[config.mk]
export PLATFORM = sky130hd
export DESIGN_NAME = ram_fifo_ctrl
export DESIGN_NICKNAME = d
export VERILOG_FILES = /design/src/rtl/ram_fifo_ctrl.sv
export SDC_FILE = /design/constraint.sdc
export NUM_CORES = 1
export LEC_CHECK = 0
export ABC_CLOCK_PERIOD_IN_PS = 3100
export CAP_MARGIN = 25
export CORE_UTILIZATION = 49
export CTS_CLUSTER_DIAMETER = 40
export DETAILED_ROUTE_END_ITERATION = 10
export GPL_ROUTABILITY_DRIVEN = 0
export GPL_TIMING_DRIVEN = 0
export PLACE_DENSITY = 0.76
export SLEW_MARGIN = 20
export SYNTH_ARGS = -nofsm -noshare
export SYNTH_HDL_FRONTEND = slang
export SYNTH_SLANG_ARGS = --single-unit
[constraint.sdc]
create_clock -name clk_i -period 3.1 [get_ports clk_i]
set_input_delay 0.465 -clock clk_i [delete_from_list [all_inputs] [get_ports clk_i]]
set_output_delay 0.465 -clock clk_i [all_outputs]
set_load 0.01 [all_outputs]
[src/rtl/ram_fifo_ctrl.sv]
// FIFO controller that drives a simple dual-port RAM; data never passes through here.
// Latency: RAM dout holds the popped word one cycle after the accepted pop (rd_valid_o marks it).
// Backpressure: push is refused while full and pop while empty; refused requests change nothing.
// Optional sticky overflow/underflow flags are built only when FIFO_ERR_FLAGS_EN is defined.
module ram_fifo_ctrl #(
    parameter int MEM_DEPTH  = 1024,
    parameter int ADDER_SIZE = 10,
    parameter int AF_LEVEL   = MEM_DEPTH - 4,
    parameter int AE_LEVEL   = 4
) (
    input  logic                  clk_i,
    input  logic                  rst_ni,
    input  logic                  push_i,
    input  logic                  pop_i,
    input  logic                  clr_err_i,
    output logic                  ram_wr_en_o,
    output logic                  ram_rd_en_o,
    output logic                  ram_blk_select_o,
    output logic [ADDER_SIZE-1:0] ram_addr_wr_o,
    output logic [ADDER_SIZE-1:0] ram_addr_rd_o,
    output logic                  rd_valid_o,
    output logic                  full_o,
    output logic                  empty_o,
    output logic                  almost_full_o,
    output logic                  almost_empty_o,
    output logic [ADDER_SIZE:0]   count_o,
    output logic                  overflow_o,
    output logic                  underflow_o
);

    localparam logic [ADDER_SIZE-1:0] LAST_ADDR = ADDER_SIZE'(MEM_DEPTH - 1);
    localparam logic [ADDER_SIZE-1:0] PTR_ONE   = ADDER_SIZE'(1);
    localparam logic [ADDER_SIZE:0]   CNT_ONE   = (ADDER_SIZE + 1)'(1);
    localparam logic [ADDER_SIZE:0]   CNT_DEPTH = (ADDER_SIZE + 1)'(MEM_DEPTH);
    localparam logic [ADDER_SIZE:0]   CNT_AF    = (ADDER_SIZE + 1)'(AF_LEVEL);
    localparam logic [ADDER_SIZE:0]   CNT_AE    = (ADDER_SIZE + 1)'(AE_LEVEL);

    logic [ADDER_SIZE-1:0] wr_ptr_q, wr_ptr_d;
    logic [ADDER_SIZE-1:0] rd_ptr_q, rd_ptr_d;
    logic [ADDER_SIZE:0]   count_q, count_d;
    logic                  full_q, empty_q, almost_full_q, almost_empty_q;
    logic                  rd_valid_q;
    logic                  push_ok, pop_ok;

    // Accept decisions use the registered flags, so push at full / pop at empty are refused
    assign push_ok = push_i & ~full_q;
    assign pop_ok  = pop_i & ~empty_q;

    assign ram_wr_en_o      = push_ok;
    assign ram_rd_en_o      = pop_ok;
    assign ram_blk_select_o = push_ok | pop_ok;
    assign ram_addr_wr_o    = wr_ptr_q;
    assign ram_addr_rd_o    = rd_ptr_q;

    // Next pointer and occupancy; wrap is an explicit compare so non-power-of-two depths work
    always_comb begin
        wr_ptr_d = wr_ptr_q;
        rd_ptr_d = rd_ptr_q;
        count_d  = count_q;
        if (push_ok) begin
            wr_ptr_d = (wr_ptr_q == LAST_ADDR) ? '0 : wr_ptr_q + PTR_ONE;
        end
        if (pop_ok) begin
            rd_ptr_d = (rd_ptr_q == LAST_ADDR) ? '0 : rd_ptr_q + PTR_ONE;
        end
        if (push_ok && !pop_ok) begin
            count_d = count_q + CNT_ONE;
        end else if (pop_ok && !push_ok) begin
            count_d = count_q - CNT_ONE;
        end
    end

    // Pointer, count and flag registers; flags derive from the next count so they track it exactly
    always_ff @(posedge clk_i or negedge rst_ni) begin
        if (!rst_ni) begin
            wr_ptr_q       <= '0;
            rd_ptr_q       <= '0;
            count_q        <= '0;
            full_q         <= 1'b0;
            empty_q        <= 1'b1;
            almost_full_q  <= 1'b0;
            almost_empty_q <= 1'b1;
            rd_valid_q     <= 1'b0;
        end else begin
            wr_ptr_q       <= wr_ptr_d;
            rd_ptr_q       <= rd_ptr_d;
            count_q        <= count_d;
            full_q         <= (count_d == CNT_DEPTH);
            empty_q        <= (count_d == '0);
            almost_full_q  <= (count_d >= CNT_AF);
            almost_empty_q <= (count_d <= CNT_AE);
            rd_valid_q     <= pop_ok;
        end
    end

    assign full_o         = full_q;
    assign empty_o        = empty_q;
    assign almost_full_o  = almost_full_q;
    assign almost_empty_o = almost_empty_q;
    assign count_o        = count_q;
    assign rd_valid_o     = rd_valid_q;

`ifdef FIFO_ERR_FLAGS_EN
    logic overflow_q, underflow_q;

    // Sticky error flags; a new error in the same cycle as clr_err keeps the flag set
    always_ff @(posedge clk_i or negedge rst_ni) begin
        if (!rst_ni) begin
            overflow_q  <= 1'b0;
            underflow_q <= 1'b0;
        end else begin
            overflow_q  <= (overflow_q & ~clr_err_i) | (push_i & full_q);
            underflow_q <= (underflow_q & ~clr_err_i) | (pop_i & empty_q);
        end
    end

    assign overflow_o  = overflow_q;
    assign underflow_o = underflow_q;
`else
    logic unused_clr_err;

    assign unused_clr_err = clr_err_i;
    assign overflow_o     = 1'b0;
    assign underflow_o    = 1'b0;
`endif

endmodule
-- Word level (Yosys, flattened, before mapping)
Cells that the tools add are included.
- order comparisons: 2
- equal/unequal tests: 3
- multiplexer cells: 4
- reduce and logical (&&, ||, !) cells: 5
- add/sub/neg operators: 4
- bitwise logic cells: 5
- operators by type and width (cell ; number):
    11-bit two-way mux ; 2
    10-bit by 1-bit adder with 10-bit output, second input constant ; 2
    10-bit equality test, second input constant ; 2
    10-bit two-way mux ; 2
    11-bit by 1-bit adder with 11-bit output, second input constant ; 1
    11-bit equality test, second input constant ; 1
    11-bit by 10-bit greater-or-equal comparator with 1-bit output, second input constant ; 1
    11-bit by 3-bit <= comparator with 1-bit output, second input constant ; 1
    11-bit zero test ; 1
    11-bit by 1-bit subtractor with 11-bit output, second input constant ; 1
    1-bit AND ; 2
    1-bit logical AND ; 2
    1-bit zero test ; 2
    1-bit inverter ; 2
    1-bit bitwise OR ; 1
- logic and storage cells: 31
- bits of input ports: 5
- flip-flop bits (word level): 36

-- Depth between registers and ports, before layout
- depth in word-level cells: 7
- depth in mapped cells: 9
- mapped depth without buffers: 8

-- Worst setup path before layout
Ideal clock, no wire load.
- kind: register -> register
- start: register empty_q, in the netlist empty_o
- end: register almost_empty_q, in the netlist almost_empty_o
- slack: 772 ps
- stages on the path, launching flop included: 9
- data arrival time: 2212 ps
- setup time: 116 ps
- period minus slack after synthesis: 2328 ps
- buffers on the path: 1
- cell sequence: dfstp_2 > nand2b_1 > buf_6 > inv_6 > or4_4 > o32ai_2 > xnor2_1 > clkinv_1 > a2111oi_1
- word-level cells in the longest chain between the ends: 6
- elaborated cells between the ends (all ways): 8
- RTL lines (item ; RTL line ; source):
    start: declaration ; 41 ; logic full_q, empty_q, almost_full_q, almost_empty_q;
    start signal: assignment ; 89 ; empty_q <= (count_d == '0);
    1-bit inverter (*) ; 47 ; assign pop_ok = pop_i & ~empty_q;
    1-bit AND (*) ; 47 ;
    1-bit logical AND / 1-bit zero test (equally long branches) ; 68, 66 ;
    11-bit two-way mux / 1-bit logical AND (equally long branches) ; 68, 66 ;
    11-bit two-way mux (*) ; 66 ; if (push_ok && !pop_ok) begin
    net count_d[10] ; 40 ; logic [ADDER_SIZE:0] count_q, count_d;
    11-bit by 3-bit <= comparator with 1-bit output (*) ; 91 ; almost_empty_q <= (count_d <= CNT_AE);
    end signal: assignment ; 91 ;
    end: declaration ; 41 ;
The timed path passes the listed nets; every way through them passes the cells marked *.
A chain may end at the register's enable or synchronous reset.

-- Worst setup path in the final report
- start: input port pop_i
- end: output port ram_rd_en_o
- word-level cells in the longest chain between the ends: 1
- RTL lines (item ; RTL line ; source):
    start: declaration ; 14 ; input logic pop_i,
    1-bit AND ; 47 ;
    end: declaration ; 17 ; output logic ram_rd_en_o,
Every way passes these cells.

==> flow_metrics.env <==
export IMPL_outcome="finished clean"
export IMPL_finalWorstSetupSlack_ps=397
export IMPL_ys_types=45
export IMPL_synth_most_common_cell="dfrtp_1"
export IMPL_fin_crit_sh_pct=87.2
export IMPL_netlist_area_um2=1940
export IMPL_yosys_top_cells_count="dfrtp_1 (34), nand2_1 (19), nor2_1 (19), xnor2_1 (15), nand3_1 (14)"
export IMPL_design_portCount=46
export IMPL_design_area_um2=2570
export IMPL_cp_cell_sequence="clkdlybuf4s50_1 -> nand2b_1 -> buf_6 -> inv_6 -> clkbuf_1 -> clkdlybuf4s50_1"
export IMPL_vias_per_cell=5.37
export IMPL_finalSetupTns_ps=0
export IMPL_die_width_um=64.9
export IMPL_rsz0062_at_grt="false"
export IMPL_ys_top_cells_by_area="dfrtp_1 (44%), xnor2_1 (6.8%), nand2_1 (3.7%)"
export IMPL_cp_start_kind="input port"
export IMPL_synth_edff_count=0
export IMPL_critical_path_max_stage_delay_ps=630
export IMPL_core_area_um2=3720
export IMPL_io_buffers=42
export IMPL_via_count=1607
export IMPL_ys_warn_count=0
export IMPL_synth_ff_type="dfrtp_1"
export IMPL_drv_slew=0
export IMPL_hold_slack_ps=116
export IMPL_cts_tree="yes"
export IMPL_cts_resized=0
export IMPL_drtIter0Drc=154
export IMPL_met1_usage_pct=31.1
export IMPL_grt_pass1_vias=1486
export IMPL_grt_overflow=0
export IMPL_postSynthAreaPerCell_um2=9.73
export IMPL_clock_path_buffers=2
export IMPL_clkTransAtPathRegs_ps=70
export IMPL_crit_required_ps=2630
export IMPL_initial_core_util_pct=52.1
export IMPL_finalHoldViolations=0
export IMPL_root_buffer="clkbuf_8"
export IMPL_synth_top_area_share_pct=43.9
export IMPL_critPathArrivalTime_ps=2240
export IMPL_pre_cts_ws_ps=265
export IMPL_use_met2_pct=32.3
export IMPL_hpwlAfterDp_mm=2.99
export IMPL_grt_max_degree=21
export IMPL_fin_skew_ps=4.09
export IMPL_num_nets_final=259
export IMPL_postPlaceCellArea_um2=2440
export IMPL_power_density_nw_per_um2=818
export IMPL_synth_seq_cells=36
export IMPL_totalWireLength_mm=4.10
export IMPL_finalCriticalPeriod_ps=2700
export IMPL_insertion_delay_ps=290
export IMPL_dr_pass1_iters=4
export IMPL_n_antenna_cell=0
export IMPL_cts_sinks=36
export IMPL_place_inst=291
export IMPL_cts_made_buffers=5
export IMPL_p_leak_uw=0.00107
export IMPL_grt_usage_pct=21.8
export IMPL_layout_cells_non_filler=299
export IMPL_r2r_cells=8
export IMPL_row_count=22
export IMPL_grt_pass1_wl_mm=7.00
export IMPL_setup_viol=0
export IMPL_grt_busiest_layer="met2"
export IMPL_cts_setup_buffers=0
export IMPL_cap_viol_max_count=0
export IMPL_crit_fanout=11
export IMPL_design_die_area_um2=4210
export IMPL_r2r_slack_ps=540
export IMPL_ant_nets=0
export IMPL_vdd_drop_max_uv=398
export IMPL_syn_inst=199
export IMPL_drc=0
export IMPL_syn2layout_area_growth_pct=32.7
export IMPL_reg2reg_to="almost_empty_o"
export IMPL_cts_max_level=2
export IMPL_post_drt_wl_per_cell_um=13.7
export IMPL_slowest_stage="clkdlybuf4s50_1"
export IMPL_hold_class="input port to asynchronous set/reset pin"
export IMPL_crit_path_frequent_cell="clkdlybuf4s50_1"
export IMPL_fp_dieH_um=64.9
export IMPL_async_flop_share_pct=100
export IMPL_synth_top_area_cell="dfrtp_1"
export IMPL_ys_seq_area_share_pct=46.6
export IMPL_cts_hold_buf=0
export IMPL_gr_usage_met3_pct=5.81
export IMPL_final_layout_size_suffix_gt1_share_pct=9.96
export IMPL_cp_end_kind="primary output"
export IMPL_timing_rr_start="empty_o"
export IMPL_critPathKind="input port to primary output"
export IMPL_maxClockFrequency_ghz=0.370
export IMPL_antenna_found_initial=0
[cell usage in the layout (no fill, tap or decap), drive strengths merged, types with 3 or more instances in the layout]
cell and count:
a22oi 5, and2 3, and3 7, buf 8
clkbuf 10, clkdlybuf4s50 41, dfrtp 34, ha 4
inv 7, nand2 19, nand2b 3, nand3 14
nand4 6, nor2 19, nor3 9, o21ai 10
or3 3, xnor2 16, xor2 6
[state kept, by name, indices dropped and copies added, names as in the netlist]
register        flops
ram_addr_rd_o      10
rd_valid_o          1
empty_o             1
almost_empty_o      1
almost_full_o       1
full_o              1
count_o            11
ram_addr_wr_o      10
[logic make-up after synthesis]
kind of cell             after synthesis  share of synthesized area, %
flip-flops                            36                          46.6
buffers and inverters                 17                          4.39
AND/OR/NAND/NOR                       93                          24.9
XOR/XNOR                              22                          10.9
other                                  1                         0.194
multiplexers                           2                          1.29
adder cells (fa/ha/maj)                4                          2.58
AO/OA/AOI/OAI                         24                          9.04
[metrics by stage]
stage                     utilization [%]  total power, uW
after global placement               65.2             1640
after CTS                            69.2             2110
final                                69.2             2100
after detailed placement             65.8             1650
after global routing                 69.2             2240
after floorplan                         -             1240
[power breakdown]
| part | internal, uW | switching [uW] |
|---|---|---|
| logic | 455 | 392 |
| clock network | 284 | 167 |
| registers | 608 | 196 |
| total | 1350 | 755 |
[worst max-delay path by stage]
stage / start / to / slack [ps]
floorplan: empty_o / almost_empty_o / 770
global placement: pop_i / almost_empty_o / 290
detailed placement: pop_i / almost_empty_o / 260
CTS: pop_i / ram_rd_en_o / 380
global route: pop_i / ram_rd_en_o / 280
finish: pop_i / ram_rd_en_o / 400
[cell type report]
| cell class | count | area [um^2] |
|---|---|---|
| Sequential cell | 36 | 903 |
| Timing Repair Buffer | 43 | 443 |
| Buffer | 9 | 50.0 |
| Inverter | 8 | 35.0 |
| Fill cell | 301 | 1150 |
| Clock buffer | 7 | 96.3 |
| Tap cell | 48 | 60.1 |
| Clock inverter | 1 | 30.0 |
| Multi-Input combinational cell | 147 | 952 |
[worst max-delay path: cells and delay by family]
family        cells  cell delay (ps)
buf+inv           5             1700
simple gates      1               70
[per-layer routing]
| layer | vias up | share of wire (%) |
|---|---|---|
| li1 | 798 | - |
| met1 | 766 | 50 |
| met2 | 41 | 45 |
| met3 | 2 | 4.3 |
| met4 | 0 | 0.44 |
| met5 | - | 0 |
Power figures use the tool's default switching activity.
